[src/rtl/pulse_stretcher_pkg.sv]
// Shared state encodings and timing constants for the pulse stretcher and
// the timing blocks that reuse its prescaler.
package pulse_stretcher_pkg;

  typedef enum logic [1:0] {
    S_IDLE = 2'd0,
    S_HOLD = 2'd1,
    S_DONE = 2'd2
  } stretch_state_e;

  localparam int CLK_DIV_1MS        = 50000;
  localparam int HOLD_TICKS_DEFAULT = 250;

  // Counter width for a modulus n, never narrower than one bit.
  function automatic int cnt_width(input int n);
    return (n > 1) ? $clog2(n) : 1;
  endfunction

endpackage

[src/rtl/pulse_stretcher_tick_prescaler.sv]
// Free-running divider: tick is high for one cycle every CLK_DIV enabled cycles.
// The module is named tick_prescaler so later timing blocks can instantiate it directly.
module tick_prescaler
  import pulse_stretcher_pkg::*;
#(
  parameter int CLK_DIV = CLK_DIV_1MS
) (
  input  logic clk,
  input  logic reset,
  input  logic clear,
  input  logic enable,
  output logic tick
);

  localparam int PRE_W = cnt_width(CLK_DIV);

  logic [PRE_W-1:0] pre_cnt_q;
  logic [PRE_W-1:0] pre_cnt_d;

  assign tick = enable && (pre_cnt_q == PRE_W'(CLK_DIV - 1));

  // Clear has priority so a restart always begins a full tick period.
  always_comb begin
    pre_cnt_d = pre_cnt_q;
    if (clear) begin
      pre_cnt_d = '0;
    end else if (enable) begin
      pre_cnt_d = tick ? '0 : pre_cnt_q + PRE_W'(1);
    end
  end

  always_ff @(posedge clk) begin
    if (!reset) begin
      pre_cnt_q <= '0;
    end else begin
      pre_cnt_q <= pre_cnt_d;
    end
  end

endmodule

[src/rtl/pulse_stretcher.sv]
// Turns a one-cycle strobe into a level held for CLK_DIV*HOLD_TICKS cycles,
// followed by a one-cycle done strobe.
//
//   state  | meaning
//   S_IDLE | waiting for pulse_in, outputs low
//   S_HOLD | stretch_out/busy high, prescaler and tick counter running
//   S_DONE | single cycle, done high; a pulse here starts a new window
module pulse_stretcher
  import pulse_stretcher_pkg::*;
#(
  parameter int CLK_DIV    = CLK_DIV_1MS,
  parameter int HOLD_TICKS = HOLD_TICKS_DEFAULT,
  parameter int RETRIGGER  = 1
) (
  input  logic clk,
  input  logic reset,
  input  logic pulse_in,
  output logic stretch_out,
  output logic busy,
  output logic done
);

  localparam int TICK_W = cnt_width(HOLD_TICKS);

  stretch_state_e    state_q;
  stretch_state_e    state_d;
  logic [TICK_W-1:0] tick_cnt_q;
  logic [TICK_W-1:0] tick_cnt_d;
  logic              pre_clear;
  logic              tick;

  tick_prescaler #(
    .CLK_DIV (CLK_DIV)
  ) u_prescaler (
    .clk    (clk),
    .reset  (reset),
    .clear  (pre_clear),
    .enable (state_q == S_HOLD),
    .tick   (tick)
  );

  always_comb begin
    state_d    = state_q;
    tick_cnt_d = tick_cnt_q;
    pre_clear  = 1'b0;
    case (state_q)
      S_IDLE: begin
        if (pulse_in) begin
          state_d    = S_HOLD;
          tick_cnt_d = '0;
          pre_clear  = 1'b1;
        end
      end
      S_HOLD: begin
        // A retrigger outranks the terminal tick, so no done is produced.
        if (pulse_in && (RETRIGGER != 0)) begin
          tick_cnt_d = '0;
          pre_clear  = 1'b1;
        end else if (tick) begin
          if (tick_cnt_q == TICK_W'(HOLD_TICKS - 1)) begin
            state_d    = S_DONE;
            tick_cnt_d = '0;
          end else begin
            tick_cnt_d = tick_cnt_q + TICK_W'(1);
          end
        end
      end
      S_DONE: begin
        state_d = S_IDLE;
        if (pulse_in) begin
          state_d    = S_HOLD;
          tick_cnt_d = '0;
          pre_clear  = 1'b1;
        end
      end
      default: begin
        state_d    = S_IDLE;
        tick_cnt_d = '0;
        pre_clear  = 1'b1;
      end
    endcase
  end

  always_ff @(posedge clk) begin
    if (!reset) begin
      state_q    <= S_IDLE;
      tick_cnt_q <= '0;
    end else begin
      state_q    <= state_d;
      tick_cnt_q <= tick_cnt_d;
    end
  end

  assign stretch_out = (state_q == S_HOLD);
  assign busy        = (state_q == S_HOLD);
  assign done        = (state_q == S_DONE);

endmodule
[config.mk]
export PLATFORM = sky130hd
export DESIGN_NAME = pulse_stretcher
export DESIGN_NICKNAME = d
export VERILOG_FILES = /design/src/rtl/pulse_stretcher_pkg.sv /design/src/rtl/pulse_stretcher_tick_prescaler.sv /design/src/rtl/pulse_stretcher.sv
export SDC_FILE = /design/constraint.sdc
export NUM_CORES = 1
export LEC_CHECK = 0
export CORE_AREA = 2 2 68 70
export DETAILED_ROUTE_END_ITERATION = 7
export DIE_AREA = 0 0 70 72
export SETUP_SLACK_MARGIN = 0.5
export SYNTH_ARGS = -nofsm -noshare
export SYNTH_HDL_FRONTEND = slang
export SYNTH_SLANG_ARGS = --single-unit
[constraint.sdc]
create_clock -name clk -period 3.55 [get_ports clk]
set_input_delay 0.355 -clock clk [delete_from_list [all_inputs] [get_ports clk]]
set_output_delay 0.355 -clock clk [all_outputs]
set_load 0.02 [all_outputs]
==> flow_metrics.env <==
export IMPL_grt_use_total=0.1264
export IMPL_ys_seq_elements=26
export IMPL_yosys_warnings=0
export IMPL_cts_path_max_buffers=2
export IMPL_max_freq_mhz=445.3
export IMPL_switchingPower_uw=118.1
export IMPL_routabilityCongestion=0.7474
export IMPL_p_leak_uw=0.0005341
export IMPL_hp_start="u_prescaler.pre_cnt_q[1]"
export IMPL_area_growth_pct=9.812
export IMPL_via_count=1273
export IMPL_diodes=0
export IMPL_first_pass_iters=4
export IMPL_grt_pass1_wl_um=5175
export IMPL_worst_slew_pin_slew_ps=705.8
export IMPL_dieArea_um2=5040
export IMPL_pwr_share_seq=0.566
export IMPL_die_height_um=72
export IMPL_setup_violations=0
export IMPL_hold_ws_ps=479.0
export IMPL_cts_made_buffers=3
export IMPL_whs_path_depth=2
export IMPL_synthFlopType="dfxtp_1"
export IMPL_post_place_ws_ps=1314
export IMPL_slew_headroom=0.5285
export IMPL_peakVddDrop_mv=0.1855
export IMPL_drc=0
export IMPL_p_per_area_nw_per_um2=323.9
export IMPL_clock_latency_ps=280
export IMPL_drive_above_1_share=0.04444
export IMPL_drtIter0Drc=59
export IMPL_r2r_cells=6
export IMPL_start_kind="flop"
export IMPL_end_kind="output pin"
export IMPL_htree_levels=1
export IMPL_status="finished, final reports clean"
export IMPL_post_route_period_util=0.6326
export IMPL_grt_max_degree=15
export IMPL_cts_resized=0
export IMPL_antenna_found_initial=0
export IMPL_hold_class="flop to flop"
export IMPL_ios=6
export IMPL_finalWirelength_um=3027
export IMPL_yosysSeqAreaShare=0.3549
export IMPL_p_clk_frac=0.379
export IMPL_final_setup_tns_ps=0
export IMPL_grt_pass1_vias=1140
export IMPL_holdBufCountCts=0
export IMPL_cts_sinks=26
export IMPL_die_w_um=70
export IMPL_synth_area_um2=1466
export IMPL_hpwl_um=2218
export IMPL_hold_viol=0
export IMPL_synth_net_count=183
export IMPL_critPathArrivalTime_ps=1890
export IMPL_fin_cells=232
export IMPL_n_fill_cell=442
export IMPL_avgSynthCellArea_um2=8.285
export IMPL_postRouteAntennaNets=0
export IMPL_io_buffer_count=5
export IMPL_rsz0062_at_grt="false"
export IMPL_initial_utilization=0.3439
export IMPL_rr_endpoint="u_prescaler.pre_cnt_q[15]"
export IMPL_regToRegStartpoint="u_prescaler.pre_cnt_q[0]"
export IMPL_cts_root_buf="clkbuf_8"
export IMPL_async_flop_share=0
export IMPL_wire_per_inst_um=13.05
export IMPL_cts_tree="built"
export IMPL_num_rows=24
export IMPL_fin_ws_ps=1304
export IMPL_comb_power_share=0.054
export IMPL_crit_required_ps=3190
export IMPL_hold_path_end="u_prescaler.pre_cnt_q[1]"
export IMPL_clk_pin_slew_worst_paths_ps=90
export IMPL_fin_nets=187
export IMPL_period_needed_ps=2246
export IMPL_synth_edff_count=0
export IMPL_drv_slew=0
export IMPL_coreArea_um2=4264
export IMPL_gr_total_overflow=0
export IMPL_critPathKind="flop to output pin"
export IMPL_power_internal_uw=403.5
export IMPL_fin_skew_ps=1.708
export IMPL_synthCells=177
export IMPL_fin_util=0.3776
export IMPL_cts_setup_buffers=0
export IMPL_routed_via_density=5.487
export IMPL_crit_fanout=9
export IMPL_r2r_setup_slack_ps=1530
export IMPL_dp_cells=228
export IMPL_ys_types=50
export IMPL_p_sw_frac=0.2264
export IMPL_cap_viol_max_count=0
## Yosys cell counts (2+ instances only)
| master | instances | area, um^2 |
|---|---|---|
| nand3_1 | 7 | 35.03 |
| inv_1 | 10 | 37.54 |
| buf_2 | 2 | 10.01 |
| and2_1 | 2 | 12.51 |
| o211ai_1 | 3 | 22.52 |
| o22ai_1 | 2 | 12.51 |
| nor2b_1 | 2 | 12.51 |
| and3_1 | 4 | 25.02 |
| or4_1 | 3 | 22.52 |
| nor3b_1 | 2 | 15.01 |
| a21oi_1 | 9 | 45.04 |
| xor2_1 | 3 | 26.28 |
| a211oi_1 | 5 | 37.54 |
| or2_2 | 2 | 12.51 |
| dfxtp_1 | 26 | 520.5 |
| o21ai_0 | 7 | 35.03 |
| or3_1 | 3 | 18.77 |
| clkbuf_1 | 3 | 11.26 |
| and4b_1 | 3 | 30.03 |
| nor3_1 | 4 | 20.02 |
| nor2_1 | 13 | 48.80 |
| nand2_1 | 15 | 56.30 |
| ha_1 | 3 | 37.54 |
| nand3b_1 | 2 | 15.01 |
| a31oi_1 | 2 | 12.51 |
| and4_1 | 4 | 35.03 |
| xnor2_1 | 6 | 52.55 |
| nand4_1 | 6 | 37.54 |
| nor4_1 | 2 | 12.51 |
| o31ai_1 | 2 | 15.01 |
## power by group through the flow
stage | sequential (uW) | combinational (uW) | clock [uW]
final | 295 | 28.4 | 198
after global placement | 302 | 28.5 | 0
after CTS | 295 | 28.6 | 205
after detailed placement | 302 | 28.6 | 0
after global routing | 296 | 31.2 | 214
after floorplan | 302 | 19.3 | 0
## cell usage in the layout (no fill, tap or decap), types with 4 or more instances in the layout
cell | netlist | routed
nor3_1 | 4 | 4
inv_1 | 10 | 10
and3_1 | 4 | 4
o21ai_0 | 7 | 7
dfxtp_1 | 26 | 26
and4_1 | 4 | 4
nand4_1 | 6 | 6
clkbuf_8 | 0 | 4
a211oi_1 | 5 | 5
nor2_1 | 13 | 13
clkdlybuf4s50_1 | 0 | 5
a21oi_1 | 9 | 9
xnor2_1 | 6 | 6
nand2_1 | 15 | 15
nand3_1 | 7 | 7
## routing by layer
metal / track usage / vias to the layer above / part of all wire
li1: - / 660 / -
met1: 0.1632 / 598 / 0.50
met2: 0.2085 / 13 / 0.46
met3: 0.02917 / 2 / 0.026
met4: 0.04487 / 0 / 0.011
met5: 0 / - / 0
## logic make-up (layout without fill, tap and decap cells)
group	count (synthesis)	in the layout	share of synthesized area
mux	1	1	0.006826
buf+inv	17	20	0.04864
fa+ha+maj	3	3	0.02560
simple gates	85	85	0.3524
compound gates	36	36	0.1578
xor+xnor	9	9	0.05376
flops	26	26	0.3549
## how the worst max path moves through the flow
| stage | slack [ps] | from | to | cells after the start |
|---|---|---|---|---|
| final | 1300 | state_q[0] | busy | 3 |
| after global routing | 1180 | state_q[0] | stretch_out | 3 |
| after CTS | 1270 | state_q[0] | busy | 3 |
| after detailed placement | 1310 | reset | tick_cnt_q[6] | 5 |
| after global placement | 1340 | reset | tick_cnt_q[5] | 5 |
| after floorplan | 1880 | tick_cnt_q[1] | tick_cnt_q[4] | 7 |
## through the flow
step                power, uW  instance area, um^2
floorplan               320.8                 1466
CTS                     528.6                 1610
global placement        330.6                 1555
finish                  521.6                 1610
detailed placement      330.9                 1555
global route            540.7                 1610
## sequential cells by signal, indices dropped and copies added, names as in the netlist
name,flops
state_q,2
u_prescaler.pre_cnt_q,16
tick_cnt_q,8
## worst max-delay path: stages, from the launching register on
cell and delay, ps:
dfxtp_1 520, or2b_1 320, inv_1 150, clkdlybuf4s50_1 620
## cell type report
| class | instances | area (um^2) | share of cell area |
|---|---|---|---|
| Multi-Input combinational cell | 134 | 874.6 | 0.5431 |
| Sequential cell | 26 | 520.5 | 0.3232 |
| Tap cell | 52 | 65.06 | 0.04040 |
| Timing Repair Buffer | 6 | 57.56 | 0.03574 |
| Clock buffer | 4 | 55.05 | 0.03419 |
| Inverter | 10 | 37.54 | 0.02331 |
Power figures use the tool's default switching activity.
